$ cat config.mk
export PLATFORM = sky130hd
export DESIGN_NAME = mem_port_arbiter
export DESIGN_NICKNAME = d
export VERILOG_FILES = /design/src/rtl/mem_port_arbiter.sv
export SDC_FILE = /design/constraint.sdc
export NUM_CORES = 1
export LEC_CHECK = 0
export CAP_MARGIN = 20
export CORE_MARGIN = 3
export CORE_UTILIZATION = 35
export CTS_BUF_LIST = sky130_fd_sc_hd__clkbuf_4 sky130_fd_sc_hd__clkbuf_8 sky130_fd_sc_hd__clkbuf_16
export CTS_CLUSTER_SIZE = 40
export DETAILED_ROUTE_END_ITERATION = 10
export PLACE_DENSITY = 0.71
export SLEW_MARGIN = 20
export SYNTH_ARGS = -nofsm -noshare
export SYNTH_HDL_FRONTEND = slang
export SYNTH_SLANG_ARGS = --single-unit
$ cat constraint.sdc
create_clock -name clk -period 2.6 [get_ports clk]
set_input_delay 0.52 -clock clk [delete_from_list [all_inputs] [get_ports clk]]
set_output_delay 0.52 -clock clk [all_outputs]
set_load 0.01 [all_outputs]
$ cat src/rtl/mem_port_arbiter.sv
// Two-requester arbiter for the single Memory port: CPU and program loader.
// Round-robin on ties, fixed-latency access, registered ack with read data.
module mem_port_arbiter #(
    parameter int ADDR_W  = 32,
    parameter int DATA_W  = 32,
    parameter int MEM_LAT = 2
) (
    input  logic              clk,
    input  logic              rst_n,
    input  logic              cpu_req,
    input  logic              cpu_we,
    input  logic [ADDR_W-1:0] cpu_addr,
    input  logic [DATA_W-1:0] cpu_wdata,
    output logic [DATA_W-1:0] cpu_rdata,
    output logic              cpu_ack,
    input  logic              ld_req,
    input  logic              ld_we,
    input  logic [ADDR_W-1:0] ld_addr,
    input  logic [DATA_W-1:0] ld_wdata,
    output logic [DATA_W-1:0] ld_rdata,
    output logic              ld_ack,
    output logic              mem_read,
    output logic              mem_write,
    output logic [ADDR_W-1:0] mem_addr,
    output logic [DATA_W-1:0] mem_wdata,
    input  logic [DATA_W-1:0] mem_rdata,
    output logic              busy,
    output logic              owner
);

    typedef enum logic [1:0] {IDLE, ACCESS, DONE} state_t;

    localparam logic [3:0] CNT_INIT = 4'(MEM_LAT - 1);

    state_t     state;
    logic [3:0] cnt;
    logic       we_l;
    logic       last_owner;
    logic       pick_ld;

    // Loader wins when alone, or on a tie when the CPU had the last grant.
    assign pick_ld = ld_req && (!cpu_req || !last_owner);
    assign busy    = (state != IDLE);

    always_ff @(posedge clk or negedge rst_n) begin
        if (!rst_n) begin
            state      <= IDLE;
            cnt        <= 4'd0;
            we_l       <= 1'b0;
            last_owner <= 1'b1;
            owner      <= 1'b0;
            mem_read   <= 1'b0;
            mem_write  <= 1'b0;
            mem_addr   <= '0;
            mem_wdata  <= '0;
            cpu_rdata  <= '0;
            ld_rdata   <= '0;
            cpu_ack    <= 1'b0;
            ld_ack     <= 1'b0;
        end else begin
            cpu_ack <= 1'b0;
            ld_ack  <= 1'b0;
            case (state)
                IDLE: begin
                    if (cpu_req || ld_req) begin
                        owner      <= pick_ld;
                        last_owner <= pick_ld;
                        we_l       <= pick_ld ? ld_we : cpu_we;
                        mem_addr   <= pick_ld ? ld_addr : cpu_addr;
                        mem_wdata  <= pick_ld ? ld_wdata : cpu_wdata;
                        mem_read   <= pick_ld ? !ld_we : !cpu_we;
                        mem_write  <= pick_ld ? ld_we : cpu_we;
                        cnt        <= CNT_INIT;
                        state      <= ACCESS;
                    end
                end
                ACCESS: begin
                    if (cnt != 4'd0) begin
                        cnt <= cnt - 4'd1;
                    end else begin
                        if (!we_l) begin
                            if (owner) ld_rdata  <= mem_rdata;
                            else       cpu_rdata <= mem_rdata;
                        end
                        mem_read  <= 1'b0;
                        mem_write <= 1'b0;
                        if (owner) ld_ack  <= 1'b1;
                        else       cpu_ack <= 1'b1;
                        state <= DONE;
                    end
                end
                DONE: begin
                    state <= IDLE;
                end
                default: begin
                    state <= IDLE;
                end
            endcase
        end
    end

endmodule
* Yosys cells after proc, flatten, opt, wreduce, memory -nomap -nowiden
Cells that the tools add are included.
** Storage, ports and cells
- Output and inout port bits :: 134
- Input bits :: 166
- Register bits :: 141
- Logic and storage cells :: 59
** Cells by class
- Multiplexer cells :: 21
- Add/subtract/negate cells :: 1
- Bitwise gates (word level) :: 3
- Eq/ne operators :: 4
- Reductions and logical operators :: 17
** Operator list (count)
- 32-bit 2-to-1 mux :: 2
- 1-bit 2-to-1 mux :: 11
- 4-bit 2-to-1 mux :: 2
- 4-bit one-hot mux with 2 select lines :: 1
- 4-bit AND reduction :: 2
- 2-bit != test, second input constant :: 3
- 3-bit AND reduction :: 2
- 1-bit logical NOT :: 4
- 2-bit 2-to-1 mux :: 2
- 1-bit one-hot mux with 2 select lines :: 2
- 2-bit one-hot mux with 2 select lines :: 1
- 2-bit AND reduction :: 2
- 2-bit nonzero test :: 2
- 4-bit nonzero test :: 1
- 4-bit by 1-bit subtractor with 4-bit output, second input constant :: 1
- 1-bit NOT :: 3
- 2-bit by 1-bit == test with 1-bit output, second input constant :: 1
- 2-bit logical NOT :: 1
- 1-bit logical OR :: 2
- 1-bit logical AND :: 1

* Longest topological paths before layout
Gate-level depths: netlist (run 1).
- Depth after elaboration :: 6
- Mapped depth :: 7
- Gate-level depth less buffers :: 5

* Worst setup path before layout (run 1)
No wires, ideal clock.
- Path kind :: reg-to-reg
- From :: register cnt[0]
- To :: register cpu_rdata[0]
- Data required time :: 2.475 ns
- Arrival time :: 1.956 ns
- Stages on the path, launching flop included :: 8
- Setup time :: 0.125 ns
- Clock period less this slack :: 2.081 ns
- Buffers on the path :: 2
- Setup slack :: 0.519 ns
- Path through :: dfrtp_1 > inv_1 > ha_1 > or3b_4 > or4_4 > buf_6 > buf_12 > mux2_4
** On the way
- Longest elaborated chain between the ends :: 3
** RTL lines
- start: declaration :: line 36 : logic [3:0] cnt;
- start signal: assignment :: line 79 : cnt <= cnt - 4'd1;
- 4-bit nonzero test :: line 78 : if (cnt != 4'd0) begin
- 1-bit NOT (no source line)
- 4-bit AND reduction (no source line)
- end signal: assignment :: line 83 : else cpu_rdata <= mem_rdata;
- end: declaration :: line 14 : output logic [DATA_W-1:0] cpu_rdata,
No other way between the ends.
A chain may end at the register's enable or synchronous reset.

* Worst setup path in the final report (run 1)
- From :: register cnt[1]
- To :: register cpu_rdata[13]
The elaborated chain is that of the path after synthesis.

==> metrics.txt, run 1 <==
Multi-input gate area=2570 um2; die footprint=19500 um2; hpwl dp=13200 um; Period minus WS final=2330 ps; non-filler instance count after layout=936; Startpoint Class=register; post-synth top area share=56.0%; antenna violations before repair=0; Sw Share=30.7%; Hold Crit Class=in2async; DR pass1 iterations=4; Hold Buf Count CTS=0; fmax=0.428 GHz; Critical Path RT=2900 ps; Hold WS=97.4 ps; DP Cell Count=904; Synth Area in Compound Gates=1.16%; # IOs=300; core area=17400 um2; Clock Path Buffers=2; Worst Setup Slack, final=266 ps; Die H=140 um; syn avg cell area=15.8 um2; # Post-CTS Setup Buffers=0; fraction of layout cells with a size suffix above 1=34.3%; Final GP Congestion=0.803; Yosys top cell by area=dfrtp_1; most common cell after layout, fill and taps aside=clkdlybuf4s50_1; Synth Net Count=563; Post-Synth XOR/XNOR Area=0%; Nets=866; P_leak=4.20 nW; post-route design area=10100 um2; post-DR vias/cell=4.67; Async S/R FF share, synth=100%; Setup Total Neg Slack=0 ps; Design Power=11.8 mW; CP top delay family=simple AND/OR/NAND/NOR gates; die width=140 um; Yosys reg bits=141; crit share post-route=89.8%; total clock sinks=141; utilization after layout=57.8%; PwrDens=1170 nW/um2; CTS HTree Levels=4; cell count after synthesis=395; slew margin rel.=56.6%; slowest stage delay, CP=730 ps; clk slew on worst S/H paths=70 ps; placed instance area=9500 um2; Reg area=3530 um2; Post-Place Setup Slack=222 ps; mux contribution to synthesized area=37.2%; Clock Skew=8.20 ps; crit path cell chain=inv_1 > ha_1 > or3b_4 > or4_4 > mux2_4; most frequent cells in the layout=298 x clkdlybuf4s50_1, 165 x mux2_2, 140 x dfrtp_1; Setup violations, final=0; vias in the first global route=4913; Routed Antenna Nets=0; RSZ-0062 raised after global routing=false; largest net degree at the start of global routing=69; clk_lat worst skew=410 ps; Initial Util=35.9%; Critical Path Slowest Stage Cell=or4_4; P_int=8.19 mW; Slew Limit Fails=0; CTS root buf=clkbuf_16; EDFF count, synth=0; port buffer count=299; synth warn=0; Final Hold Vio Count=0; post-synth cell types=33; total CTS buffers=17; clock network fraction of design power=19.9%; status=finished clean; first-pass GRT wire length=27100 um; type of the worst setup path=reg2reg; Synth-to-Final Area Change=61.1%; diode count=0; Seq/Total Area, Yosys=56.5%; power share of the sequential group=33.4%; GRT Util Overall=17.8%; total vias in the final route=4373; top_reg_cell synth=dfrtp_1; adder-cell area share of the yosys netlist=0.400%; filler instances=1403; Synth Cell Area=6250 um2; drt drc=0; final wirelength=17500 um; initial DRC count=113; worst vdd ir=0.637 mV; CP Capture Type=register; grt total ovfl=0; simple-gate share of the synthesized area=1.98%; Combinational Power Share=46.7%; # Max-Cap Violations=0; CTS tree=built; WL per Instance=18.7 um; Worst Tran Pin Value=651 ps; CP bufs+invs=1; post-CTS resize count=0; CP max FO=32; Synth area leaders=dfrtp_1 56%, mux2_2 30%, mux2_4 7.2%, buf_12 0.96%, buf_2 0.72%; largest family of logic cells by synthesized area=multiplexers; Switching Power=3.64 mW; arrival time at the worst endpoint=2630 ps; row cnt=48
## routing by layer
metal	track usage, %	vias to the layer above	wire length, um
met4	5.56	0	327
met1	19.0	2165	6480
met3	4.85	18	972
li1	-	2032	-
met5	0	-	0
met2	33.9	158	9690
## kinds of logic (layout without fill, tap and decap cells)
logic type / after synthesis / in the layout
buf+inv: 26 / 342
simple gates: 19 / 19
mux: 197 / 197
compound gates: 10 / 10
fa+ha+maj: 2 / 2
flops: 141 / 141
## cell usage after synthesis, drive strengths merged (2+ instances only)
cell      n
mux2    195
dfrtp   140
buf      16
clkbuf    7
inv       3
nor2      3
o21ai     3
a311o     2
and3      2
ha        2
mux2i     2
nor3b     2
o22ai     2
or2       2
## final timing paths
path	slack [ps]	endpoint	from	depth (start not counted)
min in group clk	500	mem_wdata[28]	mem_wdata[28]	1
min reg2reg	500	mem_wdata[28]	mem_wdata[28]	1
max	270	cpu_rdata[13]	cnt[1]	5
max in group asynchronous	1810	ld_rdata[5]	rst_n	2
min	100	mem_addr[5]	rst_n	1
max reg2reg	270	cpu_rdata[13]	cnt[1]	5
## state kept, by name, summed over array words and instances (netlist names)
register	count
state	2
owner	1
mem_write	1
we_l	1
mem_read	1
last_owner	1
ld_ack	1
mem_wdata	32
mem_addr	32
cnt	4
ld_rdata	32
cpu_rdata	32
cpu_ack	1
## area by class of cell
cell class / count / area share [%]
Sequential cell: 141 / 35.0
Timing Repair Buffer: 307 / 30.8
Multi-Input combinational cell: 228 / 25.5
Clock buffer: 17 / 4.22
Tap cell: 225 / 2.79
Clock inverter: 15 / 1.52
Inverter: 3 / 0.112
## power by group through the flow
stage	Clock [mW]	Sequential (mW)	Combinational [mW]
floorplan	0	4.40	2.14
global placement	0	3.91	5.49
detailed placement	0	3.98	5.59
CTS	2.42	3.96	5.62
global route	2.52	4.09	5.84
finish	2.36	3.95	5.53
Note: power is estimated with default switching activity, not from simulation.
==> run 2, diff against run 1 <==
Settings changed: REMOVE_ABC_BUFFERS set to 1.
==> run 2 against run 1 <==
Against the previous run: maximum frequency rose by 1.8%; worst hold slack improved by 400 ps; power rose by 0.29%; register-to-register slack improved by 40 ps; sequential power barely moved; global-route usage fell by 0.40 points; flip-flop and latch count did not move.
==> metrics.txt, run 2 (synthesis results as in run 1) <==
Design Power=11.9 mW (+0.29%); die width=140 um (unchanged); utilization after layout=58.0% (+0.14 points); met1 Usage GRT=19.4% (+0.38 points); die footprint=19500 um2 (unchanged); CTS HTree Levels=4 (unchanged); Synth-to-Final Area Change=61.5%; filler instances=1395 (-0.57%); largest net degree at the start of global routing=89 (+29%); crit share post-route=88.2% (-1.6 points); CP top delay family=simple AND/OR/NAND/NOR gates; row cnt=48 (unchanged); Hold Buf Count CTS=1 (+1); Final GP Congestion=0.837 (+4.1%); Worst R2R End=cpu_rdata[13]; # IOs=300 (unchanged); Hold Crit Class=reg2reg; Slew Limit Fails=0 (unchanged); total CTS buffers=17 (unchanged); total clock sinks=141 (unchanged); GRT Util Overall=17.4% (-0.40 points); WHS Path Cells=1; slew margin rel.=57.4% (+0.81 points); initial DRC count=103 (-8.8%); R2R setup slack=310 ps (+40 ps); WHS Endpoint=ld_rdata[11]; RSZ-0062 raised after global routing=false; fraction of layout cells with a size suffix above 1=34.2% (-0.14 points); diode count=0 (unchanged); Startpoint Class=register; Setup violations, final=0 (unchanged); WL per Instance=17.9 um (-4.0%); type of the worst setup path=reg2reg; P_leak=4.21 nW (+0.21%); hold path start=ld_rdata[11]; Initial Util=35.9% (unchanged); total vias in the final route=4374 (+0.023%); worst vdd ir=0.656 mV (+2.9%); drt drc=0 (unchanged); Nets=867 (+0.12%); arrival time at the worst endpoint=2590 ps (-40 ps); grt total ovfl=0 (unchanged); CTS root buf=clkbuf_16; # Post-CTS Setup Buffers=0 (unchanged); Final Hold Vio Count=0 (unchanged); met3 usage=9.35% (+4.5 points); Die H=140 um (unchanged); Clock Path Buffers=2 (unchanged); core area=17400 um2 (unchanged); CTS tree=built; CP bufs+invs=1 (unchanged); Routed Antenna Nets=0 (unchanged); worst reg2reg path depth=5 (unchanged); clk_lat worst skew=410 ps (about the same); port buffer count=299 (unchanged); clk slew on worst S/H paths=60 ps (about the same); most frequent cells in the layout=298 x clkdlybuf4s50_1, 165 x mux2_2, 140 x dfrtp_1; vias in the first global route=4912 (-0.020%); Critical Path RT=2890 ps (about the same); post-CTS resize count=0 (unchanged); Critical Path Slowest Stage Cell=or4_4; CP Capture Type=register; # Max-Cap Violations=0 (unchanged); fmax=0.436 GHz (+1.8%); slowest stage delay, CP=730 ps (about the same); crit path cell chain=inv_1 > ha_1 > or3b_4 > or4_4 > mux2_4; first-pass GRT wire length=26900 um (-0.69%); PwrDens=1180 nW/um2 (about the same); CP max FO=32 (unchanged); final wirelength=16800 um (-4.0%); hpwl dp=12700 um (-4.3%); status=finished clean; Most Crowded Layer GR=met2; M2 GR Usage=28.6% (-5.3 points); Worst Tran Pin Value=639 ps (-12.2 ps); Clock Skew=6.03 ps (-2.17 ps); most common cell after layout, fill and taps aside=clkdlybuf4s50_1; DR pass1 iterations=4 (unchanged); post-DR vias/cell=4.67 (about the same); Critical R2R Launch=cnt[0]; Period minus WS final=2290 ps (-41.5 ps); antenna violations before repair=0 (unchanged)
## run 2: cell count changes in the layout (fill, tap and decap cells not counted)
cell,change
buf_12,+1
buf_4,-1
bufinv_16,+1
clkbuf_8,+1
clkinv_2,+2
clkinv_4,+1
dlygate4sd3_1,+1
inv_6,-3
inv_8,-3
## run 2: layout make-up
class	instances	area [um2]	share of cell area, %
flip-flops and latches	141	3530	35.0
repair buffers	308	3130	31.0
multi-input cells	228	2570	25.4
clock buffers	18	439	4.35
well taps	225	282	2.79
clock inverters	13	141	1.40
inverters	3	11.3	0.112
## run 2: metal layers
| metal | vias to the layer above | routed length, um |
|---|---|---|
| met2 | 214 | 8060 |
| met4 | 0 | 277 |
| met1 | 2104 | 6330 |
| met5 | - | 0 |
| li1 | 2037 | - |
| met3 | 19 | 2110 |
## run 2: worst reg2reg max path, cell delays in order (launching register included)
cell and delay (ps):
dfrtp_1 380, inv_1 100, ha_1 160, or3b_4 390, or4_4 730, mux2_4 420
## run 2: worst max path at each step
stage / endpoint / slack (ps) / depth (start not counted) / start
global route: cpu_rdata[11] / 200 / 5 / cnt[0]
floorplan: mem_addr[0] / -1940 / 3 / ld_req
finish: cpu_rdata[13] / 310 / 5 / cnt[0]
detailed placement: mem_wdata[31] / 290 / 5 / ld_req
global placement: mem_addr[21] / 330 / 5 / ld_req
CTS: cpu_rdata[13] / 300 / 5 / cnt[0]
## run 2: report_power, final
group          leakage [nW]  switching, mW  internal [mW]
sequential             1.65          0.613           3.33
combinational          2.28           2.02           3.54
clock                 0.279          0.918           1.44
total                  4.21           3.56           8.31
## run 2: through the flow
step                setup TNS [ps]  instances  worst slack, ps  instance area [um2]  hold slack [ps]
floorplan                  -137600        372            -1940                 6090              224
global placement                 0        904              334                 9510              381
detailed placement               0        904              295                 9510              383
CTS                              0        936              305                10100              495
global route                     0        936              200                10100              513
finish                           0        936              307                10100              502
==> run 3, diff against run 2 <==
Settings changed: CORE_MARGIN 3 to 2, CORE_UTILIZATION 35 to 41, PLACE_DENSITY 0.71 to 0.81.
==> run 3 against run 2 <==
Against the previous run: count of clock-buffer cells in the layout rose by 2; sequential share of layout area rose by 0.095 points; utilization up 9.0 points; global-route usage up 3.2 points; sequential power about the same; die area decreased by 17%; routed wire length shrank 1.7%; final area down 0.27%; power rose by 0.72%.
==> metrics.txt, run 3 (synthesis results as in run 1) <==
Startpoint Class=register; Hold WS=502 ps (-0.541 ps); Synth-to-Final Area Change=61.1%; largest net degree at the start of global routing=63 (-29%); core area=15000 um2 (-14%); CP max FO=32 (unchanged); clk_lat worst skew=410 ps (about the same); slew margin rel.=58.3% (+0.84 points); post-CTS resize count=0 (unchanged); CTS tree=built; Setup violations, final=0 (unchanged); worst vdd ir=0.735 mV (+12%); post-route design area=10100 um2 (-0.27%); Final GP Congestion=0.856 (+2.3%); clk slew on worst S/H paths=60 ps (about the same); DP Cell Count=869 (-3.9%); die width=127 um (-8.7%); GRT Util Overall=20.6% (+3.2 points); Hold Crit Class=reg2reg; RSZ-0062 raised after global routing=false; Routed Antenna Nets=0 (unchanged); initial DRC count=133 (+29%); Clock Skew=6.09 ps (+0.0604 ps); drt drc=0 (unchanged); antenna violations before repair=0 (unchanged); post-DR vias/cell=4.94 (+5.8%); P_leak=4.23 nW (+0.48%); total clock sinks=141 (unchanged); crit share post-route=89.9% (+1.7 points); Initial Util=41.6% (+5.7 points); Critical Path RT=2890 ps (about the same); Nets=869 (+0.23%); total vias in the final route=4454 (+1.8%); vias in the first global route=4902 (-0.20%); filler instances=1037 (-26%); Worst Tran Pin Value=626 ps (-12.6 ps); Die H=127 um (-8.7%); final wirelength=16500 um (-1.7%); DR pass1 iterations=4 (unchanged); status=finished clean; most common cell after layout, fill and taps aside=clkdlybuf4s50_1; # Max-Cap Violations=0 (unchanged); diode count=0 (unchanged); hpwl dp=12300 um (-2.5%); arrival time at the worst endpoint=2630 ps (+40 ps); fmax=0.428 GHz (-1.9%); # IOs=300 (unchanged); Period minus WS final=2340 ps (+43.3 ps); R2R setup slack=260 ps (-40 ps); Final Hold Vio Count=0 (unchanged); Slew Limit Fails=0 (unchanged); non-filler instance count after layout=901 (-3.7%); total CTS buffers=17 (unchanged); CTS root buf=clkbuf_16; fraction of layout cells with a size suffix above 1=34.4% (+0.18 points); first-pass GRT wire length=25900 um (-4.0%); placed instance area=9460 um2 (-0.46%); # Post-CTS Setup Buffers=0 (unchanged); row cnt=45 (-6.3%); most frequent cells in the layout=298 x clkdlybuf4s50_1, 165 x mux2_2, 140 x dfrtp_1; CTS HTree Levels=4 (unchanged); Clock Path Buffers=2 (unchanged); die footprint=16300 um2 (-17%); CP Capture Type=register; grt total ovfl=0 (unchanged); WL per Instance=18.3 um (+2.1%); type of the worst setup path=reg2reg; port buffer count=299 (unchanged); Hold Buf Count CTS=1 (unchanged); PwrDens=1190 nW/um2 (+0.99%)
==> run 3: layer usage <==
layer	share of wire, %	vias up	track usage, %
met5	0	-	0
met1	38	2174	22.8
li1	-	2038	-
met3	9.5	29	7.79
met4	2.5	0	8.60
met2	50	213	35.6
==> run 3: metrics by stage <==
| stage | util (%) | power, mW | setup slack, ps | TNS [ps] |
|---|---|---|---|---|
| after floorplan | - | 6.53 | -1940 | -137600 |
| after global placement | 63.0 | 9.39 | 252 | 0 |
| after detailed placement | 63.0 | 9.57 | 214 | 0 |
| after CTS | 67.0 | 12.1 | 283 | 0 |
| after global routing | 67.0 | 12.6 | 203 | 0 |
| final | 67.0 | 12.0 | 264 | 0 |
==> run 3: path summary, 6_finish.rpt <==
| path | from | end | depth (start not counted) |
|---|---|---|---|
| max reg2reg | cnt[1] | cpu_rdata[1] | 5 |
| min reg2reg | mem_wdata[10] | mem_wdata[10] | 1 |
| min | mem_wdata[10] | mem_wdata[10] | 1 |
| max | cnt[1] | cpu_rdata[1] | 5 |
| min in group asynchronous | rst_n | ld_rdata[16] | 2 |
| max in group asynchronous | rst_n | last_owner | 3 |
==> run 3: layout make-up <==
class	instances	area (um2)	share of cell area [%]
tap	188	235	2.34
inverter	3	11.3	0.112
timing repair buffer	310	3130	31.1
sequential	141	3530	35.0
clock buffer	20	454	4.51
multi-input combinational	228	2570	25.5
clock inverter	11	143	1.42
==> run 3: worst max-delay path, cell delays in order (launching register included) <==
cell and delay, ps:
dfrtp_1 400, inv_1 90, ha_1 170, or3b_4 410, or4_4 730, mux2_4 390
==> run 3: where the power goes <==
group	internal, mW	total [mW]	switching, mW
clock	1.55	2.44	0.892
sequential	3.33	3.97	0.631
combinational	3.53	5.55	2.02
